===== config.mk =====
export PLATFORM = sky130hd
export DESIGN_NAME = pipe_stall_ctrl
export DESIGN_NICKNAME = d
export VERILOG_FILES = /design/src/rtl/core_ctrl_pkg.sv /design/src/rtl/sat_counter.sv /design/src/rtl/pipe_stall_ctrl.sv
export SDC_FILE = /design/constraint.sdc
export NUM_CORES = 1
export LEC_CHECK = 0
export BUFFER_PORTS_ARGS = -buffer_cell sky130_fd_sc_hd__buf_2
export CORE_UTILIZATION = 50
export CTS_CLUSTER_DIAMETER = 120
export DETAILED_ROUTE_END_ITERATION = 10
export GPL_ROUTABILITY_DRIVEN = 0
export GPL_TIMING_DRIVEN = 0
export PLACE_DENSITY_LB_ADDON = 0.2
export SYNTH_ARGS = -nofsm -noshare
export SYNTH_HDL_FRONTEND = slang
export SYNTH_SLANG_ARGS = --single-unit

===== constraint.sdc =====
create_clock -name clk -period 1.9 [get_ports clk]
set_input_delay 0.38 -clock clk [delete_from_list [all_inputs] [get_ports clk]]
set_output_delay 0.38 -clock clk [all_outputs]
set_load 0.01 [all_outputs]

===== src/rtl/core_ctrl_pkg.sv =====
// Shared definitions for the core pipeline controller: FSM state encoding,
// the per-stage control bundle with its idle value, and counter width.
package core_ctrl_pkg;

  typedef enum logic [1:0] {
    ST_RUN     = 2'd0,
    ST_MC_WAIT = 2'd1,
    ST_DRAIN   = 2'd2,
    ST_HALTED  = 2'd3
  } state_e;

  localparam int unsigned SAT_CNT_W = 16;

  // One bundle for every pipeline-register control, so overrides stay compact.
  typedef struct packed {
    logic pc_en;
    logic ifid_en;
    logic ifid_flush;
    logic idex_en;
    logic idex_flush;
    logic exma_en;
    logic exma_bubble;
    logic mawb_bubble;
    logic halt_ack;
  } ctrl_t;

  // Normal flow: every stage advances, no NOPs inserted.
  localparam ctrl_t CTRL_DEFAULT = '{
    pc_en:       1'b1,
    ifid_en:     1'b1,
    ifid_flush:  1'b0,
    idex_en:     1'b1,
    idex_flush:  1'b0,
    exma_en:     1'b1,
    exma_bubble: 1'b0,
    mawb_bubble: 1'b0,
    halt_ack:    1'b0
  };

endpackage


===== src/rtl/sat_counter.sv =====
// Saturating up-counter for pipeline performance statistics.
module sat_counter #(
  parameter int CNT_W = 16
) (
  input  logic             clk,
  input  logic             rst,
  input  logic             clr,
  input  logic             inc,
  output logic [CNT_W-1:0] count
);

  // NOTE: sequential state uses non-blocking assignments so every flop samples
  // pre-edge values regardless of the order blocks are evaluated in.
  always_ff @(posedge clk) begin
    if (rst || clr) begin
      count <= '0;
    end else if (inc && (count != '1)) begin
      count <= count + 1'b1;
    end
  end

endmodule


===== src/rtl/pipe_stall_ctrl.sv =====
// Pipeline sequencing controller: merges hazard, multi-cycle, memory-wait and
// halt requests into per-stage enable/flush/bubble controls for the 5-stage core.
module pipe_stall_ctrl
  import core_ctrl_pkg::*;
#(
  parameter int MC_LATENCY   = 4,
  parameter int DRAIN_CYCLES = 4,
  parameter int CNT_W        = SAT_CNT_W
) (
  input  logic             clk,
  input  logic             rst,
  input  logic             load_use,
  input  logic             branch_taken,
  input  logic             mc_start,
  input  logic             dmem_wait,
  input  logic             halt_req,
  output logic             pc_en,
  output logic             ifid_en,
  output logic             ifid_flush,
  output logic             idex_en,
  output logic             idex_flush,
  output logic             exma_en,
  output logic             exma_bubble,
  output logic             mawb_bubble,
  output logic             halt_ack,
  output logic [1:0]       state_o,
  output logic [CNT_W-1:0] stall_cnt,
  output logic [CNT_W-1:0] flush_cnt
);

  localparam int MC_W = (MC_LATENCY > 2) ? $clog2(MC_LATENCY) : 1;
  localparam int DC_W = $clog2(DRAIN_CYCLES + 1);

  state_e          state_q, state_d;
  logic [MC_W-1:0] mc_cnt_q, mc_cnt_d;
  logic [DC_W-1:0] drain_q, drain_d;
  logic            ret_drain_q, ret_drain_d;
  logic            lu_stall, lu_stall_q;
  logic            flush_inc, stall_inc;
  logic            draining;
  ctrl_t           ctrl;

  // NOTE: every always_comb output gets a default first, so no path leaves a
  // signal unassigned and no latch is inferred.
  always_comb begin
    ctrl        = CTRL_DEFAULT;
    state_d     = state_q;
    mc_cnt_d    = mc_cnt_q;
    drain_d     = drain_q;
    ret_drain_d = ret_drain_q;
    flush_inc   = 1'b0;
    lu_stall    = 1'b0;
    draining    = (state_q == ST_DRAIN);

    if (state_q == ST_HALTED) begin
      ctrl.pc_en      = 1'b0;
      ctrl.ifid_flush = 1'b1;
      ctrl.halt_ack   = 1'b1;
      if (!halt_req) state_d = ST_RUN;
    end else if (dmem_wait) begin
      // Freeze everything up to MA; WB gets a NOP while the access completes.
      ctrl.pc_en       = 1'b0;
      ctrl.ifid_en     = 1'b0;
      ctrl.idex_en     = 1'b0;
      ctrl.exma_en     = 1'b0;
      ctrl.mawb_bubble = 1'b1;
    end else if (state_q == ST_MC_WAIT) begin
      if (mc_cnt_q != '0) begin
        ctrl.pc_en       = 1'b0;
        ctrl.ifid_en     = 1'b0;
        ctrl.idex_en     = 1'b0;
        ctrl.exma_bubble = 1'b1;
        mc_cnt_d         = mc_cnt_q - 1'b1;
      end else begin
        // Release cycle; when resuming a drain, keep the PC parked.
        state_d = ret_drain_q ? ST_DRAIN : ST_RUN;
        if (ret_drain_q) begin
          ctrl.pc_en      = 1'b0;
          ctrl.ifid_flush = 1'b1;
        end
      end
    end else if (mc_start) begin
      ctrl.pc_en       = 1'b0;
      ctrl.ifid_en     = 1'b0;
      ctrl.idex_en     = 1'b0;
      ctrl.exma_bubble = 1'b1;
      mc_cnt_d         = MC_W'(MC_LATENCY - 2);
      ret_drain_d      = draining;
      state_d          = ST_MC_WAIT;
    end else begin
      if (draining) begin
        ctrl.pc_en      = 1'b0;
        ctrl.ifid_flush = 1'b1;
      end
      if (branch_taken) begin
        // Load-use consumer is flushed along with the wrong-path fetch.
        ctrl.pc_en      = 1'b1;
        ctrl.ifid_flush = 1'b1;
        ctrl.idex_flush = 1'b1;
        flush_inc       = 1'b1;
      end else if (load_use) begin
        ctrl.pc_en       = 1'b0;
        ctrl.ifid_en     = 1'b0;
        ctrl.ifid_flush  = 1'b0;
        ctrl.idex_en     = 1'b0;
        ctrl.exma_bubble = 1'b1;
        lu_stall         = 1'b1;
      end

      if (draining) begin
        if (!halt_req) begin
          state_d = ST_RUN;
        end else if (!lu_stall) begin
          drain_d = drain_q - 1'b1;
          if (drain_q == DC_W'(1)) state_d = ST_HALTED;
        end
      end else if (halt_req && !branch_taken && !load_use) begin
        state_d = ST_DRAIN;
        drain_d = DC_W'(DRAIN_CYCLES);
      end
    end
  end

  always_ff @(posedge clk) begin
    if (rst) begin
      state_q     <= ST_RUN;
      mc_cnt_q    <= '0;
      drain_q     <= DC_W'(DRAIN_CYCLES);
      ret_drain_q <= 1'b0;
      lu_stall_q  <= 1'b0;
    end else begin
      state_q     <= state_d;
      mc_cnt_q    <= mc_cnt_d;
      drain_q     <= drain_d;
      ret_drain_q <= ret_drain_d;
      lu_stall_q  <= lu_stall;
    end
  end

  assign stall_inc = !ctrl.pc_en && (state_q != ST_HALTED);

  sat_counter #(.CNT_W(CNT_W)) u_stall_cnt (
    .clk   (clk),
    .rst   (rst),
    .clr   (1'b0),
    .inc   (stall_inc),
    .count (stall_cnt)
  );

  sat_counter #(.CNT_W(CNT_W)) u_flush_cnt (
    .clk   (clk),
    .rst   (rst),
    .clr   (1'b0),
    .inc   (flush_inc),
    .count (flush_cnt)
  );

  assign pc_en       = ctrl.pc_en;
  assign ifid_en     = ctrl.ifid_en;
  assign ifid_flush  = ctrl.ifid_flush;
  assign idex_en     = ctrl.idex_en;
  assign idex_flush  = ctrl.idex_flush;
  assign exma_en     = ctrl.exma_en;
  assign exma_bubble = ctrl.exma_bubble;
  assign mawb_bubble = ctrl.mawb_bubble;
  assign halt_ack    = ctrl.halt_ack;
  assign state_o     = state_q;

  // A single load-use hazard needs exactly one bubble; back-to-back is a producer bug.
  a_lu_single: assert property (@(posedge clk) disable iff (rst) !(lu_stall_q && lu_stall));
  a_br_mc_excl: assert property (@(posedge clk) disable iff (rst) !(branch_taken && mc_start));

endmodule


; After elaboration in Yosys (flattened, before gate mapping)
; Cells that the tools add are included.
[classes]
mux = 60
eq_ne = 15
addsub = 4
magnitude_cmp = 0
n_bitwise = 4
n_div = 0
reduce_logical = 16
mul = 0
n_shift = 0
[ops]
columns = cell, count
row1 = 2-to-1 mux 1 bit, 36
row2 = 2-to-1 mux 2 bit, 17
row3 = "adder 16 x 1 -> 16 bit, second input constant", 2
row4 = "inequality test 16 bit, second input constant", 2
row5 = 2-to-1 mux 3 bit, 4
row6 = 2-to-1 mux 4 bit, 2
row7 = "inequality test 2 bit, second input constant", 4
row8 = AND reduction 4 bit, 2
row9 = AND reduction 7 bit, 1
row10 = AND reduction 6 bit, 1
row11 = nonzero test 2 bit, 3
row12 = logical AND 1 bit, 5
row13 = 2-to-1 mux 5 bit, 1
row14 = "inequality test 5 x 3 -> 1 bit, second input constant", 1
row15 = "inequality test 5 bit, second input constant", 1
row16 = nonzero test 5 bit, 1
row17 = "== test 2 bit, second input constant", 2
row18 = "inequality test 2 x 1 -> 1 bit, second input constant", 2
row19 = NOT 1 bit, 4
row20 = "== test 3 x 1 -> 1 bit, second input constant", 1
row21 = zero test 1 bit, 3
row22 = "inequality test 3 bit, second input constant", 1
row23 = "subtractor 3 x 1 -> 3 bit, second input constant", 1
row24 = "== test 2 x 1 -> 1 bit, second input constant", 1
row25 = "subtractor 2 x 1 -> 2 bit, second input constant", 1
[totals]
reg_bits = 40
mem_bits_rw = 0
romBits = 0
memories = 0
latchBits = 0
output_inout_bits = 43
in_bits = 7
word_cells = 105

; Logic depth before layout (Yosys ltp)
[depth]
depth_word = 13
depth_mapped = 7
mapped_depth_nobuf = 6

; Modules after synthesis
; From an unflattened synthesis, not the netlist that was laid out.
[unflattened]
cells_unflattened = 284
hier_area_um2 = 2366.0
[by_module_without_submodules]
columns = mod, cells_each, instances, seq_area_each_um2, area_each_um2
row1 = sat_counter, 95, 2, 320.3, 847.1
row2 = pipe_stall_ctrl, 94, 1, 160.2, 671.9

; Worst setup path before layout
; OpenSTA, ideal clock, no wires.
[synth_path]
path_kind = input -> register
startpoint = input mc_start
endpoint = register u_flush_cnt.count[6]
arrival_time_ns = 1.942
n_path_buf = 2
setup_ns = 0.070
stages = 7
path_slack_ns = -0.112
required_ns = 1.830
path_cell_list = buf_6 or4b_4 buf_6 clkinv_8 nand4_4 or4_1 a21oi_1
[synth_via]
elab_chain_len = 5
[synth_rtl]
columns = item, line
row1 = from (decl), pipe_stall_ctrl.sv:14  ; input logic mc_start,
row2 = 2-to-1 mux 1 bit, pipe_stall_ctrl.sv:82  ; end else if (mc_start) begin
row3 = 2-to-1 mux 1 bit, pipe_stall_ctrl.sv:67  ; end else if (state_q == ST_MC_WAIT) begin
row4 = 2-to-1 mux 1 bit, pipe_stall_ctrl.sv:60  ; end else if (dmem_wait) begin
row5 = 2-to-1 mux 1 bit, pipe_stall_ctrl.sv:55  ; if (state_q == ST_HALTED) begin
row6 = logical AND 1 bit, sat_counter.sv:17  ; end else if (inc && (count != '1)) begin
row7 = to (signal assigned), sat_counter.sv:18  ; count <= count + 1'b1;
row8 = to (decl), sat_counter.sv:9  ; output logic [CNT_W-1:0] count
; Every way passes these cells.
; A chain may end at the register's enable or synchronous reset.

; Worst setup path after layout
[layout_path]
startpoint = register state_q[0] (netlist: state_o[0])
endpoint = output ifid_flush
[layout_via]
elab_chain_len = 8
word_cells_on_any_way = 10
cone_classes = eq/ne: 3 / mux: 7
[layout_rtl]
columns = item, line
row1 = from (decl), pipe_stall_ctrl.sv:34  ; state_e state_q, state_d;
row2 = from (signal assigned), pipe_stall_ctrl.sv:132  ; state_q <= state_d;
row3 = == test 2 bit, pipe_stall_ctrl.sv:53  ; draining = (state_q == ST_DRAIN);
row4 = 2-to-1 mux 1 bit, pipe_stall_ctrl.sv:91  ; if (draining) begin
row5 = 2-to-1 mux 4 bit, pipe_stall_ctrl.sv:101  ; end else if (load_use) begin
row6 = 2-to-1 mux 1 bit, pipe_stall_ctrl.sv:95  ; if (branch_taken) begin
row7 = 2-to-1 mux 1 bit, pipe_stall_ctrl.sv:82
row8 = 2-to-1 mux 4 bit, pipe_stall_ctrl.sv:67
row9 = 2-to-1 mux 1 bit, pipe_stall_ctrl.sv:60
row10 = 2-to-1 mux 1 bit *, pipe_stall_ctrl.sv:55
row11 = to (decl), pipe_stall_ctrl.sv:19  ; output logic ifid_flush,
; Mark *: on every way between the ends. The rest lies on a longest branch, timed or not.

==> run metrics <==
ANT nets after route 0; CP Class register to output port; antenna fix cells 0; worst path arrival time 1.56 ns; # rows 25; hold_buf cts 0; H-tree Lvls 2; Clock Latency Late Sink 0.30 ns; Routed Wire Length around 7000 um; count of cell types in the netlist 52; pins over their slew limit 0; Syn Area/Cell 8.16 um^2; failing checks negative setup slack; HP Start drain_q[1]; worst reg-to-reg path cell count 5; Die X 73.1 um; setup_tns -0.112 ns; Area contributors post-synth dfxtp_1 (32%), mux2_2 (8.0%), nor2_1 (4.6%), nor2b_1 (4.5%), a21oi_1 (4.2%); fraction of layout cells with a size suffix above 1 0.352; syn nets 322; outcome finished with violations; PortBufs 47; Critical R2R Launch state_o[0]; critical path fanouts, max 6; fin crit period roughly 1.9 ns; FILL cells roughly 390; family with the most delay on the worst path simple AND/OR/NAND/NOR gates; Post-layout nets about 380; CTS tree yes; slowest CP cell or4b_4; CORE AREA 4790 um^2; WHS 0.463 ns; wire per inst 15.8 um; PwrDens 565 nW/um^2; Post-synth EDFFs 0; Synth Cell Area 2530 um^2; CP Capture Type output port; asr flop ratio synth 0; Worst-Margin Slew 0.580 ns; violation count after the first detailed-route iteration 116; Initial Util 0.529; Final Util 0.695; GRT Total Usage 0.250; synth warn 0; clk sinks 40; first-pass GRT wire length ~10,000 um; Setup violations, final 5; Via density 6.02; Primary FF master, synth dfxtp_1; crit start category register; root buffer cell clkbuf_8; post-route setup slack -0.0415 ns; largest net degree at the start of global routing 12; Vias 2,642; Final Skew 0.00308 ns; Reg-to-Reg End u_flush_cnt.count[6]; sequential-to-total area share from yosys stat 0.317; DIE HEIGHT 73.1 um; most common cell in the synthesized netlist dfxtp_1; Synth Instances 310; crit path cell chain or4b_4, o311ai_0, buf_2; CTS max path bufs 2; clock-pin slew on the worst setup and hold paths around 0.080 ns; hold endpoint drain_q[1]; crit-path max cell delay ~0.6 ns; synthesized flop and latch total 40; cell leakage power 1.31 nW; number of global-route vias before repair 2,206; max cap viols 0; drt first pass iters 5; worst vdd ir about 0.00039 V; antenna violations before repair 0; Reg2Reg Setup Slack -0.03 ns; Slew headroom 0.613; detailed placement HPWL 4390 um; top cell type's share of synthesized area 0.317; Synth area leader dfxtp_1; RSZ-0062 raised after global routing true; fin crit share 1.02; CTS buffer count 5; Worst Path Buf+Inv 1; Hold Crit Depth 2; Required @ worst endpoint 1.52 ns; Area Overhead vs Synth 31.5%; Max Clock Freq between 500 and 600 MHz; Final Hold Viols 0; drt drc 0; I/O pins 50; Overflow after GRT 0; commonest cells in the netlist dfxtp_1 (40), nor2_1 (31), a21oi_1 (21); Die Area between 5000 and 6000 um^2; Hold Crit Class register to register
==> power by group <==
group / internal [mW] / switching, mW / total (mW)
Sequential: 0.862 / 0.0276 / 0.890
Clock: 0.296 / 0.299 / 0.596
Combinational: 0.167 / 0.228 / 0.396
==> metal layers <==
layer,vias up,part of all wire,track usage
li1,1282,-,-
met1,1239,0.45,0.334
met2,109,0.48,0.406
met3,12,0.060,0.0470
met4,0,0.013,0.0741
met5,-,0,0
==> area by class of cell <==
class / instances / area, um^2 / area share
multi-input cells: 239 / 1860 / 0.558
flip-flops and latches: 40 / 812 / 0.244
repair buffers: 56 / 307 / 0.0921
plain buffers: 16 / 116 / 0.0350
clock buffers: 8 / 90.1 / 0.0271
well taps: 67 / 83.8 / 0.0252
inverters: 13 / 61.3 / 0.0184
==> through the flow <==
step / cell area, um^2 / setup WS [ns] / std cells / total power, mW
3_3_place_gp: 2850 / -0.304 / 424 / 1.22
2_1_floorplan: 2530 / -0.0954 / 310 / 1.13
5_1_grt: 3330 / -0.0863 / 439 / 1.96
6_report: 3330 / -0.0415 / 439 / 1.88
3_5_place_dp: 2850 / -0.322 / 424 / 1.22
4_1_cts: 3100 / -0.0639 / 435 / 1.84
==> cells by family after synthesis <==
logic type / after synthesis / share of synthesized area
multiplexers: 20 / 0.0880
AND/OR/NAND/NOR: 151 / 0.345
AO/OA/AOI/OAI: 63 / 0.167
buffers and inverters: 31 / 0.0584
adder cells (fa/ha/maj): 5 / 0.0247
flip-flops: 40 / 0.317
==> state kept, by name (all words and copies together) (netlist names) <==
signal / flops
u_flush_cnt.count: 16
state_o: 2
mc_cnt_q: 2
u_stall_cnt.count: 16
drain_q: 3
ret_drain_q: 1
==> placed cells by master, fill, tap and decap left out, types with 5 or more instances in the layout <==
cell type,instances
clkbuf_1,10
nand2b_1,5
nor4_4,8
nand4_1,8
nor3_1,5
a211oi_1,5
buf_6,5
nor4_2,6
nor2_1,31
or4_1,6
mux2_2,18
buf_2,47
inv_1,11
and2_1,5
nor2b_1,18
nand2_1,16
dfxtp_1,35
clkbuf_8,7
a21oi_1,19
buf_4,9
nand3_1,9
o31ai_1,8
==> worst max-delay path by stage <==
stage	startpoint	endpoint	slack (ns)	depth (start not counted)
after floorplan	mc_start	u_flush_cnt.count[6]	-0.1	7
after global placement	mc_cnt_q[0]	u_stall_cnt.count[9]	-0.30	7
after detailed placement	mc_cnt_q[0]	u_stall_cnt.count[5]	-0.32	7
after CTS	mc_cnt_q[0]	u_stall_cnt.count[12]	-0.06	7
after global routing	state_o[0]	u_flush_cnt.count[6]	-0.09	5
final	state_o[0]	ifid_flush	-0.04	3
==> worst register-to-register path, cell delays in order, from the launching register on <==
cell,delay (ns)
dfxtp_4,0.37
or4b_4,0.60
clkinv_8,0.10
nand4_4,0.16
or4_4,0.52
a21oi_2,0.11
==> repair_timing <==
item	4_1_cts	5_1_grt
cloned	0	0
buffers inserted	4	5
pin swaps	2	8
setup endpoints to repair	33	22
resized for setup	36	39
Note: power is estimated with default switching activity, not from simulation.
